===== config.mk =====
export PLATFORM = sky130hd
export DESIGN_NAME = cpc_z80_bus_master_flat
export DESIGN_NICKNAME = d
export VERILOG_FILES = /design/src/rtl/cpc_bus_pkg.sv /design/src/rtl/cpc_z80_bus_master_if.sv /design/src/rtl/cpc_romen_decode.sv /design/src/rtl/cpc_z80_bus_master.sv /design/src/flat_wrapper.sv
export SDC_FILE = /design/constraint.sdc
export NUM_CORES = 1
export LEC_CHECK = 0
export ABC_AREA = 0
export ABC_CLOCK_PERIOD_IN_PS = 3000
export CAP_MARGIN = 10
export CORE_AREA = 2 2 83 165
export CTS_CLUSTER_SIZE = 8
export DETAILED_ROUTE_END_ITERATION = 8
export DIE_AREA = 0 0 85 167
export MAX_ROUTING_LAYER = met4
export PLACE_DENSITY = 0.53
export SLEW_MARGIN = 20
export SYNTH_ARGS = -nofsm -noshare
export SYNTH_HDL_FRONTEND = slang
export SYNTH_SLANG_ARGS = --single-unit

===== constraint.sdc =====
create_clock -name CLK -period 3 [get_ports CLK]
set_input_delay 0.6 -clock CLK [delete_from_list [all_inputs] [get_ports CLK]]
set_output_delay 0.6 -clock CLK [all_outputs]
set_load 0.02 [all_outputs]

===== src/rtl/cpc_bus_pkg.sv =====
// Shared encodings for the CPC expansion-bus master: command types, T-states,
// ROM window limits and refresh counter width.
package cpc_bus_pkg;

  typedef enum logic [1:0] {
    CMD_MEM_RD = 2'b00,
    CMD_MEM_WR = 2'b01,
    CMD_IO_RD  = 2'b10,
    CMD_IO_WR  = 2'b11
  } cmd_type_e;

  typedef enum logic [2:0] {
    TS_IDLE,
    TS_T1,
    TS_T2,
    TS_TWA,
    TS_TW,
    TS_T3,
    TS_T4,
    TS_TO
  } tstate_e;

  localparam logic [15:0] LOWER_ROM_TOP  = 16'h3FFF;
  localparam logic [15:0] UPPER_ROM_BASE = 16'hC000;
  localparam int          REFRESH_W      = 7;

endpackage


===== src/rtl/cpc_z80_bus_master_if.sv =====
// Command/response handshake plus the Z80-style expansion-connector bus,
// seen from the master (bus-cycle generator) and the slave (host/peripheral) side.
interface cpc_z80_bus_master_if;
  logic        cmd_valid;
  logic        cmd_ready;
  logic [1:0]  cmd_type;
  logic        cmd_m1;
  logic [15:0] cmd_addr;
  logic [7:0]  cmd_wdata;
  logic        lower_rom_en;
  logic        upper_rom_en;
  logic        rsp_valid;
  logic [7:0]  rsp_rdata;
  logic        rsp_err;
  logic        rsp_romdis;
  logic [15:0] A;
  logic [7:0]  D_in;
  logic [7:0]  D_out;
  logic        D_oe;
  logic        MREQ_B;
  logic        IOREQ_B;
  logic        RD_B;
  logic        WR_B;
  logic        M1_B;
  logic        RFSH_B;
  logic        ROMEN_B;
  logic        READY;
  logic        ROMDIS;

  modport master (
    input  cmd_valid, cmd_type, cmd_m1, cmd_addr, cmd_wdata,
    input  lower_rom_en, upper_rom_en, D_in, READY, ROMDIS,
    output cmd_ready, rsp_valid, rsp_rdata, rsp_err, rsp_romdis,
    output A, D_out, D_oe, MREQ_B, IOREQ_B, RD_B, WR_B, M1_B, RFSH_B, ROMEN_B
  );

  modport slave (
    output cmd_valid, cmd_type, cmd_m1, cmd_addr, cmd_wdata,
    output lower_rom_en, upper_rom_en, D_in, READY, ROMDIS,
    input  cmd_ready, rsp_valid, rsp_rdata, rsp_err, rsp_romdis,
    input  A, D_out, D_oe, MREQ_B, IOREQ_B, RD_B, WR_B, M1_B, RFSH_B, ROMEN_B
  );
endinterface


===== src/rtl/cpc_romen_decode.sv =====
// Gate-Array style ROMEN_B qualifier: asserted only inside a memory-read strobe
// window that hits an enabled ROM bank, and released at once by ROMDIS.
module cpc_romen_decode
  import cpc_bus_pkg::*;
(
  input  logic [15:0] addr_i,
  input  logic        lower_en_i,
  input  logic        upper_en_i,
  input  logic        rd_window_i,
  input  logic        romdis_i,
  output logic        romen_b_o
);
  logic lowerHit;
  logic upperHit;

  assign lowerHit  = (addr_i <= LOWER_ROM_TOP) && lower_en_i;
  assign upperHit  = (addr_i >= UPPER_ROM_BASE) && upper_en_i;
  assign romen_b_o = !(rd_window_i && !romdis_i && (lowerHit || upperHit));
endmodule


===== src/rtl/cpc_z80_bus_master.sv =====
// Z80-style bus-cycle generator: turns accepted commands into T-state accurate
// memory, opcode-fetch and IO cycles and returns one response per cycle.
module cpc_z80_bus_master #(
  parameter int IO_WAIT  = 1,
  parameter int MAX_WAIT = 15
) (
  input  logic                 CLK,
  input  logic                 RESET_B,
  cpc_z80_bus_master_if.master bus
);
  import cpc_bus_pkg::*;

  tstate_e              state_q, state_d;
  logic                 alive_q;
  logic [1:0]           type_q, type_d;
  logic                 fetch_q, fetch_d;
  logic [15:0]          addr_q, addr_d;
  logic [7:0]           wdata_q, wdata_d;
  logic                 lower_q, lower_d, upper_q, upper_d;
  logic [7:0]           cnt_q, cnt_d;
  logic [REFRESH_W-1:0] r_q, r_d;
  logic [7:0]           rdata_q, rdata_d;
  logic                 romdis_q, romdis_d;
  logic                 rsp_valid_q, rsp_valid_d;
  logic                 rsp_err_q, rsp_err_d;

  logic cmdReady, isRead, isWrite, isIo;
  logic sampleReady, enterT3;
  logic inAccess, memRdWindow;
  logic mreqB, ioreqB, rdB, wrB, m1B, rfshB, romenB, doe;
  logic [15:0] aOut;

  // alive_q holds cmd_ready low for the first edge after reset is released
  always_ff @(posedge CLK or negedge RESET_B) begin
    if (!RESET_B) begin
      state_q     <= TS_IDLE;
      alive_q     <= 1'b0;
      type_q      <= 2'b00;
      fetch_q     <= 1'b0;
      addr_q      <= 16'h0000;
      wdata_q     <= 8'h00;
      lower_q     <= 1'b0;
      upper_q     <= 1'b0;
      cnt_q       <= 8'h00;
      r_q         <= '0;
      rdata_q     <= 8'h00;
      romdis_q    <= 1'b0;
      rsp_valid_q <= 1'b0;
      rsp_err_q   <= 1'b0;
    end else begin
      state_q     <= state_d;
      alive_q     <= 1'b1;
      type_q      <= type_d;
      fetch_q     <= fetch_d;
      addr_q      <= addr_d;
      wdata_q     <= wdata_d;
      lower_q     <= lower_d;
      upper_q     <= upper_d;
      cnt_q       <= cnt_d;
      r_q         <= r_d;
      rdata_q     <= rdata_d;
      romdis_q    <= romdis_d;
      rsp_valid_q <= rsp_valid_d;
      rsp_err_q   <= rsp_err_d;
    end
  end

  assign cmdReady = (state_q == TS_IDLE) && alive_q;
  assign isRead   = (type_q == CMD_MEM_RD) || (type_q == CMD_IO_RD);
  assign isWrite  = (type_q == CMD_MEM_WR) || (type_q == CMD_IO_WR);
  assign isIo     = (type_q == CMD_IO_RD) || (type_q == CMD_IO_WR);

  always_comb begin
    state_d     = state_q;
    type_d      = type_q;
    fetch_d     = fetch_q;
    addr_d      = addr_q;
    wdata_d     = wdata_q;
    lower_d     = lower_q;
    upper_d     = upper_q;
    cnt_d       = cnt_q;
    r_d         = r_q;
    rdata_d     = rdata_q;
    romdis_d    = romdis_q;
    rsp_valid_d = 1'b0;
    rsp_err_d   = rsp_err_q;
    sampleReady = 1'b0;
    enterT3     = 1'b0;
    case (state_q)
      TS_IDLE: if (bus.cmd_valid && cmdReady) begin
        state_d = TS_T1;
        type_d  = bus.cmd_type;
        fetch_d = bus.cmd_m1 && (bus.cmd_type == CMD_MEM_RD);
        addr_d  = bus.cmd_addr;
        wdata_d = bus.cmd_wdata;
        lower_d = bus.lower_rom_en;
        upper_d = bus.upper_rom_en;
      end
      TS_T1: state_d = TS_T2;
      TS_T2: begin
        if (isIo && (IO_WAIT > 0)) begin
          state_d = TS_TWA;
          cnt_d   = 8'h00;
        end else begin
          sampleReady = 1'b1;
        end
      end
      TS_TWA: begin
        if (cnt_q == 8'(IO_WAIT - 1)) sampleReady = 1'b1;
        else                          cnt_d = cnt_q + 8'd1;
      end
      TS_TW: begin
        if (bus.READY)                          enterT3 = 1'b1;
        else if (cnt_q == 8'(MAX_WAIT - 1))     state_d = TS_TO;
        else                                    cnt_d = cnt_q + 8'd1;
      end
      TS_T3: begin
        if (fetch_q) begin
          state_d = TS_T4;
        end else begin
          state_d     = TS_IDLE;
          rdata_d     = isRead ? bus.D_in : 8'h00;
          romdis_d    = bus.ROMDIS;
          rsp_valid_d = 1'b1;
          rsp_err_d   = 1'b0;
        end
      end
      TS_T4: begin
        state_d     = TS_IDLE;
        r_d         = r_q + 1'b1;
        rsp_valid_d = 1'b1;
        rsp_err_d   = 1'b0;
      end
      default: begin
        state_d     = TS_IDLE;
        rdata_d     = 8'h00;
        romdis_d    = 1'b0;
        rsp_valid_d = 1'b1;
        rsp_err_d   = 1'b1;
      end
    endcase
    if (sampleReady) begin
      if (bus.READY) begin
        enterT3 = 1'b1;
      end else begin
        state_d = TS_TW;
        cnt_d   = 8'h00;
      end
    end
    // Opcode data is taken on the edge that leaves the last T2/TW
    if (enterT3) begin
      state_d = TS_T3;
      if (fetch_q) begin
        rdata_d  = bus.D_in;
        romdis_d = bus.ROMDIS;
      end
    end
  end

  always_comb begin
    inAccess = state_q inside {TS_T2, TS_TWA, TS_TW, TS_T3};
    aOut     = 16'h0000;
    mreqB    = 1'b1;
    ioreqB   = 1'b1;
    rdB      = 1'b1;
    wrB      = 1'b1;
    m1B      = 1'b1;
    rfshB    = 1'b1;
    doe      = 1'b0;
    if (state_q != TS_IDLE && state_q != TS_TO)
      aOut = (fetch_q && (state_q inside {TS_T3, TS_T4})) ? {8'h00, 1'b0, r_q} : addr_q;
    // Fetch T3/T4 is the refresh slot: MREQ drops again only in T4
    if (fetch_q) begin
      mreqB = !(state_q inside {TS_T2, TS_TW, TS_T4});
      rdB   = !(state_q inside {TS_T2, TS_TW});
      m1B   = !(state_q inside {TS_T1, TS_T2, TS_TW});
      rfshB = !(state_q inside {TS_T3, TS_T4});
    end else begin
      mreqB  = !(inAccess && !isIo);
      ioreqB = !(inAccess && isIo);
      rdB    = !(inAccess && isRead);
      wrB    = !(inAccess && isWrite);
      doe    = isWrite && (inAccess || state_q == TS_T1);
    end
  end

  assign memRdWindow = (type_q == CMD_MEM_RD) && !rdB;

  cpc_romen_decode u_romen (
    .addr_i      (addr_q),
    .lower_en_i  (lower_q),
    .upper_en_i  (upper_q),
    .rd_window_i (memRdWindow),
    .romdis_i    (bus.ROMDIS),
    .romen_b_o   (romenB)
  );

  assign bus.cmd_ready  = cmdReady;
  assign bus.rsp_valid  = rsp_valid_q;
  assign bus.rsp_rdata  = rdata_q;
  assign bus.rsp_err    = rsp_err_q;
  assign bus.rsp_romdis = romdis_q;
  assign bus.A          = aOut;
  assign bus.D_out      = doe ? wdata_q : 8'h00;
  assign bus.D_oe       = doe;
  assign bus.MREQ_B     = mreqB;
  assign bus.IOREQ_B    = ioreqB;
  assign bus.RD_B       = rdB;
  assign bus.WR_B       = wrB;
  assign bus.M1_B       = m1B;
  assign bus.RFSH_B     = rfshB;
  assign bus.ROMEN_B    = romenB;
endmodule


===== src/flat_wrapper.sv =====
// flat-port wrapper written by rule: the top's interface ports become plain ports
module cpc_z80_bus_master_flat import cpc_bus_pkg::*;
#(
  parameter int IO_WAIT  = 1,
  parameter int MAX_WAIT = 15
)
  (CLK, RESET_B, bus_cmd_valid, bus_cmd_type, bus_cmd_m1, bus_cmd_addr, bus_cmd_wdata, bus_lower_rom_en, bus_upper_rom_en, bus_D_in, bus_READY, bus_ROMDIS, bus_cmd_ready, bus_rsp_valid, bus_rsp_rdata, bus_rsp_err, bus_rsp_romdis, bus_A, bus_D_out, bus_D_oe, bus_MREQ_B, bus_IOREQ_B, bus_RD_B, bus_WR_B, bus_M1_B, bus_RFSH_B, bus_ROMEN_B);
  cpc_z80_bus_master_if bus_i ();
  input  logic CLK;
  input  logic RESET_B;
  input wire logic [$bits(bus_i.cmd_valid)-1:0] bus_cmd_valid;
  input wire logic [$bits(bus_i.cmd_type)-1:0] bus_cmd_type;
  input wire logic [$bits(bus_i.cmd_m1)-1:0] bus_cmd_m1;
  input wire logic [$bits(bus_i.cmd_addr)-1:0] bus_cmd_addr;
  input wire logic [$bits(bus_i.cmd_wdata)-1:0] bus_cmd_wdata;
  input wire logic [$bits(bus_i.lower_rom_en)-1:0] bus_lower_rom_en;
  input wire logic [$bits(bus_i.upper_rom_en)-1:0] bus_upper_rom_en;
  input wire logic [$bits(bus_i.D_in)-1:0] bus_D_in;
  input wire logic [$bits(bus_i.READY)-1:0] bus_READY;
  input wire logic [$bits(bus_i.ROMDIS)-1:0] bus_ROMDIS;
  output wire logic [$bits(bus_i.cmd_ready)-1:0] bus_cmd_ready;
  output wire logic [$bits(bus_i.rsp_valid)-1:0] bus_rsp_valid;
  output wire logic [$bits(bus_i.rsp_rdata)-1:0] bus_rsp_rdata;
  output wire logic [$bits(bus_i.rsp_err)-1:0] bus_rsp_err;
  output wire logic [$bits(bus_i.rsp_romdis)-1:0] bus_rsp_romdis;
  output wire logic [$bits(bus_i.A)-1:0] bus_A;
  output wire logic [$bits(bus_i.D_out)-1:0] bus_D_out;
  output wire logic [$bits(bus_i.D_oe)-1:0] bus_D_oe;
  output wire logic [$bits(bus_i.MREQ_B)-1:0] bus_MREQ_B;
  output wire logic [$bits(bus_i.IOREQ_B)-1:0] bus_IOREQ_B;
  output wire logic [$bits(bus_i.RD_B)-1:0] bus_RD_B;
  output wire logic [$bits(bus_i.WR_B)-1:0] bus_WR_B;
  output wire logic [$bits(bus_i.M1_B)-1:0] bus_M1_B;
  output wire logic [$bits(bus_i.RFSH_B)-1:0] bus_RFSH_B;
  output wire logic [$bits(bus_i.ROMEN_B)-1:0] bus_ROMEN_B;
  assign bus_i.cmd_valid = bus_cmd_valid;
  assign bus_i.cmd_type = bus_cmd_type;
  assign bus_i.cmd_m1 = bus_cmd_m1;
  assign bus_i.cmd_addr = bus_cmd_addr;
  assign bus_i.cmd_wdata = bus_cmd_wdata;
  assign bus_i.lower_rom_en = bus_lower_rom_en;
  assign bus_i.upper_rom_en = bus_upper_rom_en;
  assign bus_i.D_in = bus_D_in;
  assign bus_i.READY = bus_READY;
  assign bus_i.ROMDIS = bus_ROMDIS;
  assign bus_cmd_ready = bus_i.cmd_ready;
  assign bus_rsp_valid = bus_i.rsp_valid;
  assign bus_rsp_rdata = bus_i.rsp_rdata;
  assign bus_rsp_err = bus_i.rsp_err;
  assign bus_rsp_romdis = bus_i.rsp_romdis;
  assign bus_A = bus_i.A;
  assign bus_D_out = bus_i.D_out;
  assign bus_D_oe = bus_i.D_oe;
  assign bus_MREQ_B = bus_i.MREQ_B;
  assign bus_IOREQ_B = bus_i.IOREQ_B;
  assign bus_RD_B = bus_i.RD_B;
  assign bus_WR_B = bus_i.WR_B;
  assign bus_M1_B = bus_i.M1_B;
  assign bus_RFSH_B = bus_i.RFSH_B;
  assign bus_ROMEN_B = bus_i.ROMEN_B;
  cpc_z80_bus_master #(.IO_WAIT(IO_WAIT), .MAX_WAIT(MAX_WAIT)) u_core (.CLK(CLK), .RESET_B(RESET_B), .bus(bus_i));
endmodule

# Word-level counts from Yosys, hierarchy flattened
# Index checks and enable logic that the tools add are counted.
[word_totals]
reg_bits = 59
output_inout_bits = 44
word_cells = 123
inputBits = 42
[classes]
n_addsub = 2
n_mux = 46
n_eq_ne = 12
magnitude_cmp = 2
bitwise = 1
reduce_logical = 46
[op_table]
columns = ["op", "count"]
rows = [
  ["$mux 8", 11],
  ["$mux 16", 2],
  ["$mux 3", 8],
  ["$pmux 8 s3", 1],
  ["$mux 1", 18],
  ["$pmux 3 s6", 1],
  ["$ge 16x16->1 const B", 1],
  ["$le 16x14->1 const B", 1],
  ["$pmux 8 s2", 1],
  ["$logic_and 1x1->1", 15],
  ["$logic_not 1->1", 12],
  ["$eq 3x3->1 const B", 3],
  ["$reduce_bool 3->1", 3],
  ["$add 8x1->8 const B", 1],
  ["$eq 8x4->1 const B", 1],
  ["$logic_not 8->1", 1],
  ["$add 7x1->7 const B", 1],
  ["$eq 3x2->1 const B", 2],
  ["$pmux 1 s2", 3],
  ["$reduce_or 6->1", 1],
  ["$logic_or 1x1->1", 5],
  ["$reduce_or 5->1", 1],
  ["$eq 2x2->1 const B", 2],
  ["$logic_not 2->1", 2],
  ["10 further kinds", 12],
]

# Depth between registers and ports, before layout
[logic_depth]
depth_word = 10
mapped_depth = 7
depth_no_buf = 7

# Modules after synthesis
# Synthesis repeated with hierarchy kept, for this count alone.
[hier_totals]
hier_cells = 323
hier_area_um2 = 3234.4
[by_module_without_submodules]
columns = ["mod", "cells_per_inst", "seq_area_each_um2", "n_inst", "area_each_um2"]
rows = [
  ["cpc_z80_bus_master", 319, 1476.4, 1, 3209.3],
  ["cpc_romen_decode", 4, 0.0, 1, 25.0],
]

# Worst setup path before layout
# Ideal clock, no wire load.
[synth_path]
kind = "flip-flop to output port"
from = "reg u_core.state_q[2]"
to = "out bus_D_out[0]"
path_buffers = 1
setup_slack_ps = 589
arrival_time_ps = 1811
stages_incl_launch_ff = 5
required_ps = 2400
cell_sequence = "dfrtp_1 -> buf_2 -> nor3_1 -> nor3b_1 -> and2_1"
[synth_via]
elab_chain_len = 6
elab_cells_between_ends = 10
classes_between = "5 x eq/ne; 2 x mux; 3 x reduce/logical"
[synth_lines]
columns = ["item", "line", "text"]
rows = [
  ["start: declaration", "cpc_z80_bus_master.sv:13", "tstate_e state_q, state_d;"],
  ["start signal: assignment", "cpc_z80_bus_master.sv:51", "state_q <= state_d;"],
  ["$eq 3x2->1 / $eq 3x3->1 (equally long branches)", "cpc_z80_bus_master.sv:161", "inAccess = state_q inside {TS_T2, TS_TWA, TS_TW, TS_T3};"],
  ["$reduce_bool 4->1", "cpc_z80_bus_master.sv:161", ""],
  ["$logic_or 1x1->1 *", "cpc_z80_bus_master.sv:183", "doe = isWrite && (inAccess || state_q == TS_T1);"],
  ["$logic_and 1x1->1 *", "cpc_z80_bus_master.sv:183", ""],
  ["$mux 1 *", "cpc_z80_bus_master.sv:173", "if (fetch_q) begin"],
  ["named net bus_D_oe", "flat_wrapper.sv:28", "output wire logic [$bits(bus_i.D_oe)-1:0] bus_D_oe;"],
  ["$mux 8 *", "cpc_z80_bus_master.sv:204", "assign bus.D_out = doe ? wdata_q : 8'h00;"],
  ["end: declaration", "flat_wrapper.sv:27", "output wire logic [$bits(bus_i.D_out)-1:0] bus_D_out;"],
]
# Mark *: on every way through the listed nets, which the timed path passes. The rest lies on a longest branch.

# Final worst setup path
[layout_path]
from = "reg u_core.fetch_q"
to = "out bus_A[1]"
[layout_via]
elab_chain_len = 3
[layout_lines]
columns = ["item", "line", "text"]
rows = [
  ["start: declaration", "cpc_z80_bus_master.sv:16", "logic fetch_q, fetch_d;"],
  ["start signal: assignment", "cpc_z80_bus_master.sv:54", "fetch_q <= fetch_d;"],
  ["$logic_and 1x1->1", "cpc_z80_bus_master.sv:171", "aOut = (fetch_q && (state_q inside {TS_T3, TS_T4})) ? {8'h00, 1'b0, r_q} : addr_q;"],
  ["$mux 16", "cpc_z80_bus_master.sv:171", ""],
  ["$mux 16", "cpc_z80_bus_master.sv:170", "if (state_q != TS_IDLE && state_q != TS_TO)"],
  ["end: declaration", "flat_wrapper.sv:26", "output wire logic [$bits(bus_i.A)-1:0] bus_A;"],
]
# Every way passes these cells.

==> impl_results.md <==
- Maximum vdd ir drop: 0.468 mV
- Hold-fix buffer count after cts: 0
- N_diodes: 0
- Mux contribution to synthesized area: 0.105
- Most frequent cells in the layout: clkdlybuf4s50_1 (81), dfrtp_1 (57), nand2_1 (33)
- Max Fclk: approximately 350 MHz
- Worst slew margin: 0.447
- Min-Delay Path Class: primary input to async pin
- Initial antenna violation count: 0
- Synth warnings: 0
- First-pass GRT wire length: approximately 14000 um
- CP Capture Type: primary output
- Final worst-path cycle share: 0.963
- Die X: between 80 and 90 um
- # IOs: 86
- # DRC: 0
- Clock sinks: slightly below 60
- Register area share after synthesis: 0.461
- Die Y: ~170 um
- Syn-to-layout area delta: 42.1%
- Gr ovfl total: 0
- Post-Syn Nets: ~370
- R2R Path End: u_core.state_q[0]$_DFF_PN0_
- # Post-CTS Setup Buffers: 0
- Core footprint: ~13000 um2
- Ratio of cells with drive above 1 in the final layout: 0.160
- Main combinational cell family by area after synthesis: simple AND/OR/NAND/NOR gates
- Port bufs: 85
- Status: finished, final reports clean
- Worst EP required: approximately 2.4 ns
- RSZ-0062 raised after global routing: false
- Post-Synth Adder-Cell Area: 0.0156
- Crit Path Category: flop to primary output
- Drt initial violations: 76
- Number of max-cap violations: 0
- Critical path peak fanout: 21
- Post-Syn Instances: 320
- Die area: between 10000 and 15000 um2
- Worst path max stage delay: about 0.67 ns
- Slew @ Worst Pin: just over 0.8 ns
- R2R Path Start: u_core.state_q[0]$_DFF_PN0_
- Clock Path Buffers: 2
- Async set or reset register ratio after synthesis: 1.00
- Crit path launch type: flop
- FF+latch count, synth: 59
- Largest net degree at the start of global routing: 36
- Syn_area_per_cell: between 9 and 10 um2
- Post-Synth Simple-Gate Area: 0.193
- Critical Path AT: around 2.3 ns
- Gr usage total: 0.130
- Starting Density: 0.248
- Via count: approximately 2700
- Mapped Area: between 3000 and 4000 um2
- Clock root buffer: clkbuf_16
- Final Util: 0.352
- Vias in the first global route: between 2000 and 3000
- Layout Nets: about 450
- Vias per inst: between 4 and 5
- CTS tree: built
- Clock skew: roughly 0.0064 ns
- Max H-tree Level: 3
- Leakage: roughly 1.9 nW
- Clock transition at path regs: roughly 0.050 ns
- Most used DFF post-synth: dfrtp_1
- Initial DRT Pass Iterations: 4
- Row cnt: 59
- Total detailed-routing wirelength: roughly 8600 um
- Placer Congestion: around 0.79
- Compound-Gate Fraction of Synth Area: 0.165
- Pwr Density: around 1100 nW/um2
- Count of final max-slew check failures: 0
- DP Wirelength: approximately 6600 um
- Final setup viols: 0
- Setup Total Neg Slack: 0 ns
- EDFF count, synth: 0
- Drt wl/cell: around 15 um
- Commonest non-fill, non-tap cell in the layout: clkdlybuf4s50_1
- Min Tclk post-route: 2.89 ns
- Count of cell types in the netlist: 50
- Final antenna-violating net count: 0
- R2R cell count: 5
- Flop-to-flop setup slack: a little over 0.8 ns
- CP max-delay cell: clkdlybuf4s50_1
- Crit-path most repeated cell: o21ai_0
- Xor/xnor share of the synthesized area: 0.0246
- CP cell instances: nor2b_1, o21ai_0, o21ai_0, a221oi_1, clkdlybuf4s50_1
- Hold Fails Final Rpt: 0
- Cts bufs inserted: 9
- Clk_lat worst skew: approximately 0.33 ns
## metrics by stage
step	power (mW)	instance area (um2)	instances	hold WS, ns	setup slack [ns]
2_1_floorplan	2.88	3200	320	0.304	0.589
3_3_place_gp	3.92	4230	549	0.480	0.331
3_5_place_dp	3.95	4230	549	0.484	0.311
4_1_cts	5.01	4530	565	0.406	0.0618
5_1_grt	5.26	4550	565	0.455	0.00973
6_report	4.94	4550	565	0.370	0.111
## final cells by class
| cell class | instances | area (um2) |
|---|---|---|
| clock buffers | 11 | 243 |
| clock inverters | 5 | 52.6 |
| fillers | 1290 | 8370 |
| inverters | 8 | 30.0 |
| multi-input cells | 235 | 1620 |
| flip-flops and latches | 59 | 1480 |
| well taps | 152 | 190 |
| repair buffers | 95 | 928 |
## routing by layer
| metal | vias up | global-route usage | part of all wire |
|---|---|---|---|
| li1 | 1301 | - | - |
| met2 | 61 | 0.236 | 0.57 |
| met4 | 0 | 0.0559 | 0.023 |
| met1 | 1343 | 0.129 | 0.38 |
| met3 | 13 | 0.0282 | 0.029 |
| met5 | - | - | 0 |
## cell families after synthesis
family / after synthesis
multiplexers: 30
AND/OR/NAND/NOR: 118
buffers and inverters: 26
adder cells (fa/ha/maj): 4
XOR/XNOR: 9
AO/OA/AOI/OAI: 73
flip-flops: 59
other: 1
## timing repair
| item | 4_1_cts | 5_1_grt |
|---|---|---|
| endpoints found under the hold margin | 0 | 0 |
| setup endpoints to repair | 5 | 4 |
| resized for setup | 2 | 4 |
## worst max-delay path: cells and delay by family (launching register included)
kind,cells,cell delay [ns]
DFF,1,0.52
and+or+nand+nor,1,0.17
AOI/OAI and AO/OA,3,0.59
buffers and inverters,1,0.67
## cells in the mapped netlist, types with 3 or more instances
master / number / share of area
a211oi_1: 4 / 0.0094
a21oi_1: 8 / 0.013
a221oi_1: 8 / 0.022
a22o_1: 9 / 0.025
a31oi_1: 3 / 0.0059
and2_1: 19 / 0.037
buf_2: 7 / 0.011
clkbuf_1: 9 / 0.011
dfrtp_1: 59 / 0.46
ha_1: 4 / 0.016
inv_1: 8 / 0.0094
mux2_2: 29 / 0.10
nand2_1: 33 / 0.039
nand2b_1: 6 / 0.012
nand3_1: 5 / 0.0078
nand4_1: 3 / 0.0059
nor2_1: 23 / 0.027
nor2b_1: 10 / 0.020
nor3_1: 7 / 0.011
o211ai_1: 3 / 0.0070
o21ai_0: 24 / 0.038
xnor2_1: 5 / 0.014
xor2_1: 4 / 0.011
## power breakdown
group | total (mW) | switching (mW) | internal, mW | leakage, nW
registers | 1.46 | 0.330 | 1.13 | 0.740
logic | 2.46 | 1.24 | 1.22 | 1.01
clock network | 1.02 | 0.360 | 0.660 | 0.145
## worst max path at each step
stage / from / to / slack (ns) / cells after the start
4_1_cts: u_core.fetch_q$_DFFE_PN0P_ / bus_A[0] / 0.06 / 5
6_report: u_core.fetch_q$_DFFE_PN0P_ / bus_A[1] / 0.11 / 5
3_3_place_gp: u_core.state_q[1]$_DFF_PN0_ / bus_A[1] / 0.33 / 3
3_5_place_dp: u_core.state_q[1]$_DFF_PN0_ / bus_A[1] / 0.31 / 3
5_1_grt: u_core.fetch_q$_DFFE_PN0P_ / bus_A[2] / 0.01 / 5
2_1_floorplan: u_core.state_q[2]$_DFF_PN0_ / bus_D_out[0] / 0.59 / 4
## sequential cells by signal (all words and copies together), names as in the netlist
register and flops:
u_core.addr_q 16, u_core.r_q 7, u_core.bus.rsp_rdata 8, u_core.type_q 2, u_core.bus.rsp_valid 1, u_core.wdata_q 8, u_core.state_q 3, u_core.fetch_q 1
u_core.alive_q 1, u_core.bus.rsp_err 1, u_core.bus.rsp_romdis 1, u_core.cnt_q 8, u_core.lower_q 1, u_core.upper_q 1
Power figures use the tool's default switching activity.
